### config.mk
export PLATFORM = sky130hd
export DESIGN_NAME = motor_input_cond
export DESIGN_NICKNAME = d
export VERILOG_FILES = /design/src/rtl/motor_input_cond.sv
export SDC_FILE = /design/constraint.sdc
export NUM_CORES = 1
export LEC_CHECK = 0
export ABC_AREA = 1
export CAP_MARGIN = 30
export CORE_MARGIN = 8
export CORE_UTILIZATION = 60
export DETAILED_ROUTE_END_ITERATION = 16
export DONT_BUFFER_PORTS = 1
export PLACE_DENSITY = 0.84
export SYNTH_ARGS = -nofsm -noshare
export SYNTH_HDL_FRONTEND = slang
export SYNTH_SLANG_ARGS = --single-unit
### constraint.sdc
create_clock -name clk -period 2.6 [get_ports clk]
set_input_delay 0.52 -clock clk [delete_from_list [all_inputs] [get_ports clk]]
set_output_delay 0.52 -clock clk [all_outputs]
set_load 0.02 [all_outputs]
### src/rtl/motor_input_cond.sv
// motor_input_cond: synchronises, debounces and conditions the push-button
// and both limit switches feeding the motor up/down controller.
// Optional build macro: MOTOR_COND_HOLDOFF_EN adds a post-press holdoff window
// during which further button presses are ignored.
module motor_input_cond #(
   parameter int unsigned DEBOUNCE = 16,
   parameter int unsigned CNT_W    = 5,
   parameter int unsigned HOLDOFF  = 1000,
   parameter int unsigned HOLD_W   = 10
) (
   input  logic clk,
   input  logic rst,
   input  logic btn_raw,
   input  logic up_lim_raw,
   input  logic dn_lim_raw,
   input  logic fault_clr,
   output logic activate,
   output logic up_limit,
   output logic dn_limit,
   output logic fault
);

   // Channel indices into the per-input vectors below.
   localparam int unsigned CH_BTN = 0;
   localparam int unsigned CH_UP  = 1;
   localparam int unsigned CH_DN  = 2;
   localparam int unsigned N_CH   = 3;

   localparam logic [CNT_W-1:0] CNT_MAX = CNT_W'(DEBOUNCE - 1);

   logic [N_CH-1:0]  raw;
   logic [N_CH-1:0]  s1;
   logic [N_CH-1:0]  s2;
   logic [N_CH-1:0]  stable;
   logic [N_CH-1:0]  accept;
   logic [CNT_W-1:0] cnt [N_CH];

   logic btn_rise;
   logic fault_set;
   logic hold_clear;
   logic fire;

   assign raw = {dn_lim_raw, up_lim_raw, btn_raw};

   // Two-flop synchroniser for every raw input.
   always_ff @(posedge clk) begin
      if (rst) begin
         s1 <= '0;
         s2 <= '0;
      end else begin
         s1 <= raw;
         s2 <= s1;
      end
   end

   // A channel flips its stable level once the differing synced value has
   // held for DEBOUNCE consecutive cycles.
   always_comb begin
      accept = '0;
      for (int unsigned i = 0; i < N_CH; i++) begin
         accept[i] = (s2[i] != stable[i]) && (cnt[i] == CNT_MAX);
      end
   end

   // Per-channel debounce counter and accepted stable level.
   always_ff @(posedge clk) begin
      if (rst) begin
         stable <= '0;
         for (int unsigned i = 0; i < N_CH; i++) begin
            cnt[i] <= '0;
         end
      end else begin
         for (int unsigned i = 0; i < N_CH; i++) begin
            if (s2[i] == stable[i]) begin
               cnt[i] <= '0;
            end else if (accept[i]) begin
               stable[i] <= s2[i];
               cnt[i]    <= '0;
            end else begin
               cnt[i] <= cnt[i] + CNT_W'(1);
            end
         end
      end
   end

   assign btn_rise  = accept[CH_BTN] & s2[CH_BTN];
   assign fault_set = stable[CH_UP] & stable[CH_DN];

`ifdef MOTOR_COND_HOLDOFF_EN
   logic [HOLD_W-1:0] hold_cnt;

   assign hold_clear = (hold_cnt == '0);

   // Holdoff window: reloads on every pulse, counts down to idle.
   always_ff @(posedge clk) begin
      if (rst) begin
         hold_cnt <= '0;
      end else if (fire) begin
         hold_cnt <= HOLD_W'(HOLDOFF - 1);
      end else if (hold_cnt != '0) begin
         hold_cnt <= hold_cnt - HOLD_W'(1);
      end
   end
`else
   logic unused_hold_params;

   assign hold_clear         = 1'b1;
   assign unused_hold_params = ^{HOLDOFF, HOLD_W};
`endif

   // A press fires only when no fault is present or being raised this edge.
   always_comb begin
      fire = btn_rise & hold_clear & ~fault & ~fault_set;
   end

   // Registered activate pulse and sticky fault flag; set beats clear.
   always_ff @(posedge clk) begin
      if (rst) begin
         activate <= 1'b0;
         fault    <= 1'b0;
      end else begin
         activate <= fire;
         if (fault_set) begin
            fault <= 1'b1;
         end else if (fault_clr) begin
            fault <= 1'b0;
         end
      end
   end

   assign up_limit = stable[CH_UP];
   assign dn_limit = stable[CH_DN];

endmodule

[Yosys cells after proc, flatten, opt, wreduce, memory -nomap -nowiden]
Memories as Yosys holds them, arrays and structs flattened.
Index checks and enable logic that the tools add are counted.
Operators by class
  multiplexer cells: 46
  reductions and logical operators: 7
  add/subtract/negate cells: 3
  bitwise logic cells: 18
  equality and inequality tests: 9
Operators with widths (number)
  $mux 5: 9
  $mux 1: 37
  $add 5x1->5 const B: 3
  $eq 5x4->1 const B: 3
  $or 1x1->1: 9
  $reduce_and 2->1: 3
  $not 1->1: 5
  $and 1x1->1: 4
  $eq 1x1->1: 3
  $logic_and 1x1->1: 3
  $ne 1x1->1: 3
  $reduce_bool 2->1: 1
Word-level totals
  word-level logic and storage cells: 91
  bits in writable memories: 15
  bits in registers: 11
  memories: 1
  input port bits: 6
  output and inout bits: 4
Memory list
  cnt: depth 3, width 5, rd ports 3, clocked after memory_dff 0, wr ports 3, RTL line 36  | logic [CNT_W-1:0] cnt [N_CH];

[Logic depth before layout (Yosys ltp)]
Gate-level depths: netlist (run 1).
An unclocked memory read counts as a cell.
  depth after elaboration: 9
  gate-level depth with buffers: 7
  depth with buffers taken out: 7

[Least setup slack after synthesis (run 1)]
Ideal clock, no wire load.
  kind: register to register
  from: mem cnt[0][0]
  to: mem cnt[0][3] (data pin)
  slack: 1146 ps
  arrival: 1308 ps
  library setup time: 147 ps
  buffers on the path: 0
  cell stages (with the launch flop): 8
  data required time: 2453 ps
  period minus slack after synthesis: 1454 ps
  cell sequence: edfxtp_1 > ha_1 > nand2_1 > nor2_1 > ha_1 > nor2_1 > nand3_1 > a21oi_1
RTL lines (RTL line)
  start, declared: 36

==> metrics.txt, run 1 <==
# TYPE chip_impl_metric gauge
chip_impl_metric{name="clockBufferDepth",unit=""} 2
chip_impl_metric{name="drt_drc_violations_left",unit=""} 0
chip_impl_metric{name="yosys.area.top_type_share",unit="%"} 38.5
chip_impl_metric{name="die_height",unit="um"} 60.1
chip_impl_metric{name="timing.clock.skew",unit="ns"} 0.00659
chip_impl_metric{name="cap_violations",unit=""} 0
chip_impl_info{name="cts_tree",value="yes"} 1
chip_impl_metric{name="dpl.cell_count",unit=""} 161
chip_impl_metric{name="dp.final_hpwl",unit="um"} 1530
chip_impl_metric{name="grt_util_all_layers",unit="%"} 12.3
chip_impl_metric{name="drtIter0Drc",unit=""} 18
chip_impl_metric{name="pin_count_of_the_biggest_net_entering_global_routing",unit=""} 15
chip_impl_metric{name="antenna_cells",unit=""} 0
chip_impl_metric{name="grt_antenna_before_repair",unit=""} 0
chip_impl_info{name="post-synth-top-count-cell",value="sky130_fd_sc_hd__nor2_1"} 1
chip_impl_info{name="outcome",value="completed"} 1
chip_impl_metric{name="yosys_warnings",unit=""} 0
chip_impl_metric{name="drive_above_1_share",unit="%"} 7.97
chip_impl_metric{name="maxSlewViolCount",unit=""} 0
chip_impl_info{name="path_class",value="flip-flop to flip-flop"} 1
chip_impl_metric{name="timing.critical_path.arrival",unit="ns"} 1.86
chip_impl_metric{name="final_antenna_net_count",unit=""} 0
chip_impl_metric{name="cts_inserted_buffers",unit=""} 3
chip_impl_metric{name="first_pass_iteration_count_of_the_detailed_router",unit=""} 4
chip_impl_info{name="clockRootBuffer",value="sky130_fd_sc_hd__clkbuf_4"} 1
chip_impl_metric{name="clk_pin_slew_worst_paths",unit="ns"} 0.14
chip_impl_info{name="crit_path_start_kind",value="flip-flop"} 1
chip_impl_metric{name="netlist-cell-type-count",unit=""} 20
chip_impl_metric{name="finalHoldViolCount",unit=""} 0
chip_impl_metric{name="core_region_area",unit="mm2"} 0.00190
chip_impl_metric{name="ctsResizeCount",unit=""} 0
chip_impl_info{name="grt_setup_unrepaired",value="false"} 1
chip_impl_metric{name="clock_sinks",unit=""} 26
chip_impl_metric{name="drt-wirelength-per-cell",unit="um"} 11.5
chip_impl_metric{name="first_global_vias",unit=""} 808
chip_impl_metric{name="tns",unit="ns"} 0
chip_impl_metric{name="postRouteWirelength",unit="um"} 1890
chip_impl_metric{name="pwr_density_cell",unit="mW/mm2"} 541
chip_impl_metric{name="worst-endpoint-required",unit="ns"} 2.77
chip_impl_metric{name="initial_utilization",unit="%"} 61.4
chip_impl_metric{name="post_cts_setup_buffers",unit=""} 0
chip_impl_info{name="dominantRegCellSynth",value="sky130_fd_sc_hd__edfxtp_1"} 1
chip_impl_info{name="yosysTopAreaCell",value="sky130_fd_sc_hd__edfxtp_1"} 1
chip_impl_metric{name="synth_area_per_cell",unit="um2"} 9.66
chip_impl_info{name="netlist_top_cells_area",value="sky130_fd_sc_hd__edfxtp_1, sky130_fd_sc_hd__dfxtp_1, sky130_fd_sc_hd__nor2_1, sky130_fd_sc_hd__inv_1, sky130_fd_sc_hd__ha_1"} 1
chip_impl_metric{name="final.period_utilization",unit="%"} 65.0
chip_impl_info{name="yosys-top-cells-count",value="sky130_fd_sc_hd__nor2_1, sky130_fd_sc_hd__inv_1, sky130_fd_sc_hd__nand2_1"} 1
chip_impl_metric{name="grt_overflow_total",unit=""} 0
chip_impl_metric{name="worst_ir_drop_vdd",unit="uV"} 477
chip_impl_metric{name="fp-row-count",unit=""} 16
chip_impl_metric{name="cts_hold_bufs",unit=""} 0
chip_impl_metric{name="boundaryPins",unit=""} 10
chip_impl_metric{name="synthArstFlopShare",unit="%"} 0
chip_impl_metric{name="width_of_the_chip",unit="um"} 60.1
chip_impl_metric{name="detailroute.via_count",unit=""} 785
chip_impl_metric{name="viasPerCell",unit=""} 4.76
chip_impl_metric{name="routabilityCongestion",unit=""} 0.722
chip_impl_metric{name="achievable-frequency",unit="MHz"} 591
chip_impl_metric{name="synth_area",unit="mm2"} 0.00117
chip_impl_metric{name="cp_max_fo",unit=""} 5
chip_impl_metric{name="layoutNonFillerInstCount",unit=""} 165
chip_impl_metric{name="post_synthesis_cell_count",unit=""} 121
chip_impl_info{name="cp-end-kind",value="flip-flop"} 1
chip_impl_metric{name="timing.final.setup_violations",unit=""} 0
chip_impl_metric{name="worst_skew_pair.late_latency",unit="ns"} 0.31
chip_impl_metric{name="synthToLayoutAreaGrowth",unit="%"} 9.53
chip_impl_metric{name="cellLeakagePower",unit="nW"} 0.561
chip_impl_metric{name="detailroute.wirelength.met2",unit="um"} 1060
chip_impl_metric{name="ctsHtreeMaxLevel",unit=""} 1
chip_impl_metric{name="yosys_register_bits",unit=""} 26
chip_impl_metric{name="grt_first_pass_wirelength",unit="um"} 3310
chip_impl_metric{name="met1Wirelength",unit="um"} 753
chip_impl_info{name="maxUsedRoutingLayer",value="met4"} 1
chip_impl_metric{name="synth_enable_flop_cells",unit=""} 15
chip_impl_metric{name="detailroute.wirelength.met3",unit="um"} 61
chip_impl_metric{name="final_nets",unit=""} 151
chip_impl_metric{name="fp.dieArea",unit="mm2"} 0.00362
chip_impl_metric{name="yosysSeqAreaShare",unit="%"} 57.4
chip_impl_info{name="min_path_type",value="input port to flip-flop"} 1
chip_impl_metric{name="count_of_input_and_output_buffers",unit=""} 0
chip_impl_metric{name="final_critical_period",unit="ns"} 1.69
chip_impl_metric{name="nFillCells",unit=""} 158
==> report_power, final <==
part,switching (mW),internal [mW],leakage [nW]
sequential,0.0105,0.450,0.245
clock,0.112,0.0855,0.0210
combinational,0.0216,0.0137,0.295
==> per-layer routing <==
layer	track usage (%)	up-vias
met3	3.01	2
met5	0	-
met1	11.7	370
met4	4.08	0
li1	-	403
met2	24.2	10
==> metrics by stage <==
stage          total power [mW]  util, %  setup WS (ns)  cell area, um2  hold WS [ns]
6_report                  0.693     67.3          0.909            1280         0.252
5_1_grt                   0.719     67.3          0.782            1280         0.236
4_1_cts                   0.696     67.3          0.914            1280         0.250
3_5_place_dp              0.504     65.4          0.986            1240         0.402
3_3_place_gp              0.500     65.4           1.08            1240         0.390
2_1_floorplan             0.500        -           1.15            1220         0.388
==> worst paths after layout <==
kind / end / slack (ns) / startpoint / depth (start not counted)
setup reg to reg: cnt[0][3] / 0.91 / cnt[0][0] / 7
setup / recovery: cnt[0][3] / 0.91 / cnt[0][0] / 7
hold reg to reg: s2[1] / 0.42 / s1[1] / 2
hold / removal: s1[0] / 0.25 / rst / 1
==> final cells by class <==
class	count	area, um2	area share [%]
multi-input combinational	86	457	35.7
sequential	26	671	52.4
tap	27	33.8	2.64
inverter	22	82.6	6.45
clock buffer	4	36.3	2.83
==> flip-flops by register name, summed over array words and instances (netlist names) <==
register,cells
activate,1
s1,3
fault,1
cnt,15
stable,3
s2,3
==> cells by family after synthesis <==
logic type,synth area share (%)
buf+inv,8.03
fa+ha+maj,6.42
other cells,0.321
flops,57.4
xor+xnor,2.25
compound gates,3.32
simple gates,22.3
==> worst max-delay path: stages, from the launching register on <==
cell and delay [ns]:
sky130_fd_sc_hd__edfxtp_1 0.45, sky130_fd_sc_hd__ha_1 0.25, sky130_fd_sc_hd__nand2_1 0.07, sky130_fd_sc_hd__nor2_1 0.04, sky130_fd_sc_hd__ha_1 0.20, sky130_fd_sc_hd__nor2_1 0.17, sky130_fd_sc_hd__nand3_1 0.20, sky130_fd_sc_hd__a21oi_1 0.17
==> layout by cell type (no fill, tap or decap) <==
cell	count
sky130_fd_sc_hd__nor3_1	1
sky130_fd_sc_hd__nand3_2	1
sky130_fd_sc_hd__clkbuf_8	1
sky130_fd_sc_hd__clkbuf_4	3
sky130_fd_sc_hd__xnor2_1	3
sky130_fd_sc_hd__a21oi_2	1
sky130_fd_sc_hd__ha_1	6
sky130_fd_sc_hd__inv_1	21
sky130_fd_sc_hd__nor2_1	23
sky130_fd_sc_hd__a21oi_1	4
sky130_fd_sc_hd__nand2_1	17
sky130_fd_sc_hd__nand3_4	1
sky130_fd_sc_hd__nor2_4	2
sky130_fd_sc_hd__edfxtp_1	15
sky130_fd_sc_hd__dfxtp_1	11
sky130_fd_sc_hd__nand4_1	3
sky130_fd_sc_hd__inv_2	1
sky130_fd_sc_hd__or2_2	1
sky130_fd_sc_hd__nand3_1	6
sky130_fd_sc_hd__conb_1	15
sky130_fd_sc_hd__o21ai_0	2
Power figures use the tool's default switching activity.
==> run 2: changes to the inputs <==
- CORE_UTILIZATION: 60 -> 54
- PLACE_DENSITY: 0.84 -> 0.8
- clock period: 2.6 -> 1.5 ns (I/O delays scaled with it)
==> run 2 against run 1 <==
Net effect:
- die area is 8.1% higher
- critical endpoint is now cnt[1][3]
- largest cell class unchanged
- count of clock-buffer cells in the layout stayed put
- fmax is 19% higher
==> metrics.txt, run 2 (synthesis gave the netlist of run 1 again) <==
# TYPE chip_impl_metric gauge
chip_impl_metric{name="met1_usage",unit="%"} 9.33
chip_impl_info{name="final_common_cell",value="sky130_fd_sc_hd__inv_1"} 1
chip_impl_info{name="min_path_type",value="input port to flip-flop"} 1
chip_impl_metric{name="boundaryPins",unit=""} 10
chip_impl_metric{name="dp.final_hpwl",unit="um"} 1440
chip_impl_metric{name="pwr_density_cell",unit="mW/mm2"} 850
chip_impl_metric{name="grt_first_pass_wirelength",unit="um"} 3240
chip_impl_metric{name="synthToLayoutAreaGrowth",unit="%"} 17.9
chip_impl_metric{name="detailed_place.area",unit="mm2"} 0.00128
chip_impl_metric{name="nFillCells",unit=""} 188
chip_impl_metric{name="cp_max_fo",unit=""} 5
chip_impl_metric{name="comb_power_share",unit="%"} 7.0
chip_impl_info{name="final_cell_mix",value="sky130_fd_sc_hd__inv_1, sky130_fd_sc_hd__nor2_1, sky130_fd_sc_hd__nand2_1, sky130_fd_sc_hd__edfxtp_1, sky130_fd_sc_hd__conb_1"} 1
chip_impl_metric{name="clock_sinks",unit=""} 26
chip_impl_info{name="clockRootBuffer",value="sky130_fd_sc_hd__clkbuf_4"} 1
chip_impl_info{name="cts_tree",value="yes"} 1
chip_impl_metric{name="drtIter0Drc",unit=""} 26
chip_impl_metric{name="grt_use_met2",unit="%"} 19.8
chip_impl_metric{name="fp.dieArea",unit="mm2"} 0.00391
chip_impl_metric{name="drive_above_1_share",unit="%"} 20.0
chip_impl_metric{name="cts_hold_bufs",unit=""} 0
chip_impl_metric{name="timing.final.setup_violations",unit=""} 0
chip_impl_metric{name="worst_ir_drop_vdd",unit="uV"} 788
chip_impl_metric{name="count_of_input_and_output_buffers",unit=""} 0
chip_impl_metric{name="width_of_the_chip",unit="um"} 62.5
chip_impl_metric{name="swShare",unit="%"} 21.4
chip_impl_metric{name="detailroute.via_count",unit=""} 789
chip_impl_metric{name="clockBufferDepth",unit=""} 2
chip_impl_info{name="grt_setup_unrepaired",value="false"} 1
chip_impl_metric{name="first_pass_iteration_count_of_the_detailed_router",unit=""} 4
chip_impl_metric{name="finalHoldViolCount",unit=""} 0
chip_impl_metric{name="initial_utilization",unit="%"} 54.9
chip_impl_metric{name="worst-endpoint-required",unit="ns"} 1.70
chip_impl_metric{name="power",unit="mW"} 1.17
chip_impl_metric{name="routabilityCongestion",unit=""} 0.754
chip_impl_metric{name="first_global_vias",unit=""} 802
chip_impl_metric{name="largest_register_ffs",unit=""} 15
chip_impl_metric{name="die_height",unit="um"} 62.5
chip_impl_metric{name="drt-wirelength-per-cell",unit="um"} 11.2
chip_impl_metric{name="grt_overflow_total",unit=""} 0
chip_impl_info{name="path_class",value="flip-flop to flip-flop"} 1
chip_impl_metric{name="finalHoldWorstSlack",unit="ns"} 0.0291
chip_impl_metric{name="net-switching-power",unit="uW"} 251
chip_impl_metric{name="proportion_of_power_drawn_by_the_clock_network",unit="%"} 25.0
chip_impl_metric{name="final_antenna_net_count",unit=""} 0
chip_impl_metric{name="drt_drc_violations_left",unit=""} 0
chip_impl_metric{name="cap_violations",unit=""} 0
chip_impl_metric{name="tns",unit="ns"} 0
chip_impl_metric{name="grt_use_met3",unit="%"} 4.66
chip_impl_metric{name="timing.critical_path.arrival",unit="ns"} 1.62
chip_impl_metric{name="grt_util_all_layers",unit="%"} 10.3
chip_impl_metric{name="antenna_cells",unit=""} 0
chip_impl_metric{name="worst_skew_pair.late_latency",unit="ns"} 0.32
chip_impl_info{name="outcome",value="completed"} 1
chip_impl_metric{name="intPower",unit="uW"} 920
chip_impl_metric{name="ctsHtreeMaxLevel",unit=""} 1
chip_impl_metric{name="clk_pin_slew_worst_paths",unit="ns"} 0.13
chip_impl_metric{name="viasPerCell",unit=""} 4.56
chip_impl_metric{name="postRouteWirelength",unit="um"} 1940
chip_impl_metric{name="fp-row-count",unit=""} 17
chip_impl_metric{name="power.sequential.fraction",unit="%"} 68.0
chip_impl_metric{name="grt_antenna_before_repair",unit=""} 0
chip_impl_info{name="globalRoute.busiestLayer",value="met2"} 1
chip_impl_metric{name="final.period_utilization",unit="%"} 95.1
chip_impl_metric{name="final_cell_area",unit="mm2"} 0.00138
chip_impl_metric{name="final_nets",unit=""} 158
chip_impl_metric{name="achievable-frequency",unit="MHz"} 701
chip_impl_metric{name="cellLeakagePower",unit="nW"} 0.581
chip_impl_info{name="cp-end-kind",value="flip-flop"} 1
chip_impl_metric{name="pin_count_of_the_biggest_net_entering_global_routing",unit=""} 15
chip_impl_info{name="regMostFlops",value="cnt"} 1
chip_impl_metric{name="maxSlewViolCount",unit=""} 0
chip_impl_metric{name="final_critical_period",unit="ns"} 1.43
chip_impl_metric{name="timing.clock.skew",unit="ns"} 0.0133
chip_impl_metric{name="cts_inserted_buffers",unit=""} 3
chip_impl_metric{name="core_region_area",unit="mm2"} 0.00213
chip_impl_info{name="crit_path_start_kind",value="flip-flop"} 1
## run 2: changes by cell type in the layout (fill, tap and decap cells not counted), moves of 2 or more
cell	previous run	this run
sky130_fd_sc_hd__buf_4	0	7
sky130_fd_sc_hd__ha_2	0	6
sky130_fd_sc_hd__nor2_1	23	19
sky130_fd_sc_hd__nor2_2	0	3
sky130_fd_sc_hd__ha_1	6	0
sky130_fd_sc_hd__nand3_4	1	3
## run 2: metal layers
metal / wire length (um) / vias up / share of wire (%)
li1: - / 418 / -
met1: 795 / 354 / 41
met2: 1020 / 13 / 52
met3: 99 / 4 / 5.1
met4: 27 / 0 / 1.4
met5: 0 / - / 0
## run 2: final cells by class
class / instances / area, um2 / area share [%]
Multi-Input combinational cell: 86 / 510 / 37.1
Clock buffer: 4 / 26.3 / 1.91
Timing Repair Buffer: 7 / 52.6 / 3.81
Tap cell: 28 / 35.0 / 2.54
Sequential cell: 26 / 671 / 48.7
Inverter: 22 / 82.6 / 5.99
## run 2: through the flow
step | util (%) | worst slack [ns] | instances
finish | 64.8 | 0.0730 | 173
global route | 64.8 | 0.00205 | 173
CTS | 63.4 | -0.000723 | 172
detailed placement | 60.3 | -0.100 | 167
global placement | 60.3 | 0.0151 | 167
floorplan | - | 0.0458 | 135
## run 2: worst max-delay path, stage by stage (launching register included)
cell and delay (ns):
sky130_fd_sc_hd__edfxtp_1 0.44, sky130_fd_sc_hd__ha_2 0.22, sky130_fd_sc_hd__nand2_1 0.06, sky130_fd_sc_hd__nor2_1 0.04
sky130_fd_sc_hd__ha_2 0.19, sky130_fd_sc_hd__nor2_4 0.13, sky130_fd_sc_hd__nand3_4 0.10, sky130_fd_sc_hd__nor2_2 0.12
## run 2: power by group through the flow
stage	clock network (mW)	logic [mW]	registers (mW)
floorplan	0	0.0570	0.809
global placement	0	0.0645	0.809
detailed placement	0	0.0676	0.812
CTS	0.306	0.0745	0.796
global route	0.332	0.0930	0.799
finish	0.293	0.0820	0.796
## run 2: final timing paths
check | from | end | slack, ns | cells past startpoint
worst min register to register | s1[1] | s2[1] | 0.41 | 2
worst max register to register | cnt[1][0] | cnt[1][3] | 0.07 | 7
worst min-delay path | rst | fault | 0.03 | 1
worst max-delay path | cnt[1][0] | cnt[1][3] | 0.07 | 7
## run 2: what timing repair did
item                       4_1_cts  5_1_grt
hold endpoints to repair         0        0
buffers inserted                 1        1
setup endpoints to repair        7       16
pin swaps                        2        1
gates resized for setup          9        6
==> run 3: changes to the inputs <==
- HOLD_SLACK_MARGIN: not set -> 0.15
==> run 3 against run 2 <==
Net effect:
- flip-flop and latch count stayed put
- via count rose by 4.7%
- largest power group unchanged
- critical path depth unchanged
- largest cell class unchanged
- sequential share of layout area fell by 3.0 points
- cell count is 5.2% higher
- non-clock buffer count is 9 higher
- critical endpoint is now cnt[0][3]
- die area unchanged
- clock power decreased by 2%
- core utilization rose by 4.2 points
- fmax is 1.3% lower
==> metrics.txt, run 3 (synthesis gave the netlist of run 1 again) <==
# TYPE chip_impl_metric gauge
chip_impl_metric{name="drt_drc_violations_left",unit=""} 0
chip_impl_info{name="outcome",value="completed"} 1
chip_impl_metric{name="grt_antenna_before_repair",unit=""} 0
chip_impl_metric{name="layoutNonFillerInstCount",unit=""} 182
chip_impl_metric{name="ctsHtreeMaxLevel",unit=""} 1
chip_impl_metric{name="pin_count_of_the_biggest_net_entering_global_routing",unit=""} 15
chip_impl_metric{name="timing.clock.skew",unit="ns"} 0.0137
chip_impl_metric{name="synthToLayoutAreaGrowth",unit="%"} 25.6
chip_impl_metric{name="die_height",unit="um"} 62.5
chip_impl_metric{name="dpl.cell_count",unit=""} 167
chip_impl_metric{name="clockBufferDepth",unit=""} 2
chip_impl_metric{name="boundaryPins",unit=""} 10
chip_impl_metric{name="intPower",unit="uW"} 932
chip_impl_metric{name="antenna_cells",unit=""} 0
chip_impl_info{name="regMostFlops",value="cnt"} 1
chip_impl_metric{name="cp_max_fo",unit=""} 5
chip_impl_metric{name="largest_register_ffs",unit=""} 15
chip_impl_metric{name="net-switching-power",unit="uW"} 248
chip_impl_metric{name="drive_above_1_share",unit="%"} 18.8
chip_impl_info{name="min_path_type",value="input port to flip-flop"} 1
chip_impl_info{name="final_common_cell",value="sky130_fd_sc_hd__inv_1"} 1
chip_impl_metric{name="postRouteWirelength",unit="um"} 2040
chip_impl_metric{name="width_of_the_chip",unit="um"} 62.5
chip_impl_metric{name="fp.dieArea",unit="mm2"} 0.00391
chip_impl_metric{name="timing.final.setup_violations",unit=""} 0
chip_impl_metric{name="grt_overflow_total",unit=""} 0
chip_impl_metric{name="worst_skew_pair.late_latency",unit="ns"} 0.31
chip_impl_metric{name="final_critical_period",unit="ns"} 1.45
chip_impl_metric{name="timing.critical_path.arrival",unit="ns"} 1.63
chip_impl_metric{name="proportion_of_power_drawn_by_the_clock_network",unit="%"} 24.4
chip_impl_metric{name="tns",unit="ns"} 0
chip_impl_metric{name="cellLeakagePower",unit="nW"} 0.632
chip_impl_metric{name="routabilityCongestion",unit=""} 0.754
chip_impl_metric{name="cts_inserted_buffers",unit=""} 3
chip_impl_metric{name="clk_pin_slew_worst_paths",unit="ns"} 0.13
chip_impl_info{name="critical_path.cell_chain",value="ha_2, nand2_1, nor2_1, ha_2, nor2_4, nand3_4, a21oi_2"} 1
chip_impl_metric{name="first_global_vias",unit=""} 821
chip_impl_metric{name="swShare",unit="%"} 21.0
chip_impl_metric{name="cap_violations",unit=""} 0
chip_impl_metric{name="achievable-frequency",unit="MHz"} 692
chip_impl_metric{name="timing.reg2reg.setup_slack",unit="ns"} 0.05
chip_impl_metric{name="final_antenna_net_count",unit=""} 0
chip_impl_info{name="grt_setup_unrepaired",value="false"} 1
chip_impl_metric{name="initial_utilization",unit="%"} 54.9
chip_impl_metric{name="maxSlewViolCount",unit=""} 0
chip_impl_info{name="clockRootBuffer",value="sky130_fd_sc_hd__clkbuf_4"} 1
chip_impl_metric{name="detailroute.via_count",unit=""} 826
chip_impl_metric{name="nFillCells",unit=""} 181
chip_impl_metric{name="drt-wirelength-per-cell",unit="um"} 11.2
chip_impl_metric{name="final.period_utilization",unit="%"} 96.3
chip_impl_metric{name="viasPerCell",unit=""} 4.54
chip_impl_info{name="cts_tree",value="yes"} 1
chip_impl_metric{name="worst-endpoint-required",unit="ns"} 1.68
chip_impl_info{name="final_cell_mix",value="sky130_fd_sc_hd__inv_1, sky130_fd_sc_hd__nor2_1, sky130_fd_sc_hd__nand2_1, sky130_fd_sc_hd__edfxtp_1, sky130_fd_sc_hd__conb_1"} 1
chip_impl_metric{name="final_nets",unit=""} 167
chip_impl_info{name="slowest_stage_cell_on_the_critical_path",value="sky130_fd_sc_hd__edfxtp_1"} 1
chip_impl_metric{name="power.sequential.fraction",unit="%"} 67.4
chip_impl_info{name="path_class",value="flip-flop to flip-flop"} 1
chip_impl_info{name="cp-end-kind",value="flip-flop"} 1
chip_impl_metric{name="finalHoldViolCount",unit=""} 0
chip_impl_metric{name="clock_sinks",unit=""} 26
chip_impl_metric{name="pwr_density_cell",unit="mW/mm2"} 804
chip_impl_metric{name="dp.final_hpwl",unit="um"} 1440
chip_impl_metric{name="drtIter0Drc",unit=""} 35
chip_impl_metric{name="core_region_area",unit="mm2"} 0.00213
chip_impl_metric{name="worst_ir_drop_vdd",unit="uV"} 709
chip_impl_metric{name="critical-path-max-stage-delay",unit="ns"} 0.44
chip_impl_metric{name="grt_first_pass_wirelength",unit="um"} 3350
chip_impl_metric{name="fp-row-count",unit=""} 17
chip_impl_info{name="crit_path_start_kind",value="flip-flop"} 1
chip_impl_info{name="cpMostUsedCell",value="sky130_fd_sc_hd__ha_2"} 1
chip_impl_metric{name="grt_util_all_layers",unit="%"} 10.7
chip_impl_metric{name="first_pass_iteration_count_of_the_detailed_router",unit=""} 4
chip_impl_metric{name="count_of_input_and_output_buffers",unit=""} 0
chip_impl_metric{name="comb_power_share",unit="%"} 8.2
==> run 3: cell count changes in the layout (fill, tap and decap cells not counted), sizes merged <==
cell         before  now
dlygate4sd3       0    9
==> run 3: per-layer routing <==
metal	share of wire (%)	up-vias	global-route usage [%]
met4	0.79	0	3.42
met2	53	10	20.4
li1	-	435	-
met3	4.8	2	4.66
met5	0	-	0
met1	41	379	9.91
==> run 3: through the flow <==
step | power [mW] | utilization (%) | hold slack (ns) | setup slack (ns) | instance area [um2]
6_report | 1.18 | 69.0 | 0.275 | 0.0548 | 1470
5_1_grt | 1.24 | 69.0 | 0.258 | 0.00306 | 1470
2_1_floorplan | 0.866 | - | 0.388 | 0.0458 | 1220
4_1_cts | 1.19 | 67.6 | 0.262 | -0.000723 | 1440
3_3_place_gp | 0.874 | 60.3 | 0.374 | 0.0151 | 1280
3_5_place_dp | 0.880 | 60.3 | 0.376 | -0.100 | 1280
==> run 3: layout make-up <==
type / instances / area, um2 / share of cell area [%]
multi-input combinational: 86 / 510 / 34.8
sequential: 26 / 671 / 45.7
timing repair buffer: 16 / 143 / 9.72
tap: 28 / 35.0 / 2.39
clock buffer: 4 / 26.3 / 1.79
inverter: 22 / 82.6 / 5.63
==> run 3: final timing paths <==
path                                start   endpoint  cells after the start
worst min register to register      s2[2]  stable[2]                      2
worst min-delay path                  rst  stable[0]                      4
worst max-delay path            cnt[0][1]  cnt[0][3]                      7
worst max register to register  cnt[0][1]  cnt[0][3]                      7
==> run 3: worst max-delay path, delay by kind of cell (launching register included) <==
kind	cells	cell delay, ns
adder cells (fa/ha/maj)	2	0.41
AND/OR/NAND/NOR	4	0.33
flip-flops	1	0.44
AO/OA/AOI/OAI	1	0.14
==> run 3: power groups by stage <==
| stage | clock network (mW) | registers, mW | logic [mW] |
|---|---|---|---|
| after detailed placement | 0 | 0.812 | 0.0676 |
| after global routing | 0.332 | 0.799 | 0.108 |
| after CTS | 0.306 | 0.796 | 0.0887 |
| after floorplan | 0 | 0.809 | 0.0570 |
| after global placement | 0 | 0.809 | 0.0645 |
| final | 0.287 | 0.796 | 0.0968 |
==> run 3: what timing repair did <==
| action | in CTS | in global routing |
|---|---|---|
| cloned | 0 | 0 |
| pin swaps | 2 | 3 |
| hold endpoints to repair | 10 | 0 |
| setup endpoints to repair | 7 | 15 |
| resized for setup | 9 | 6 |
| hold buffers | 9 | 0 |
| setup buffers | 1 | 1 |
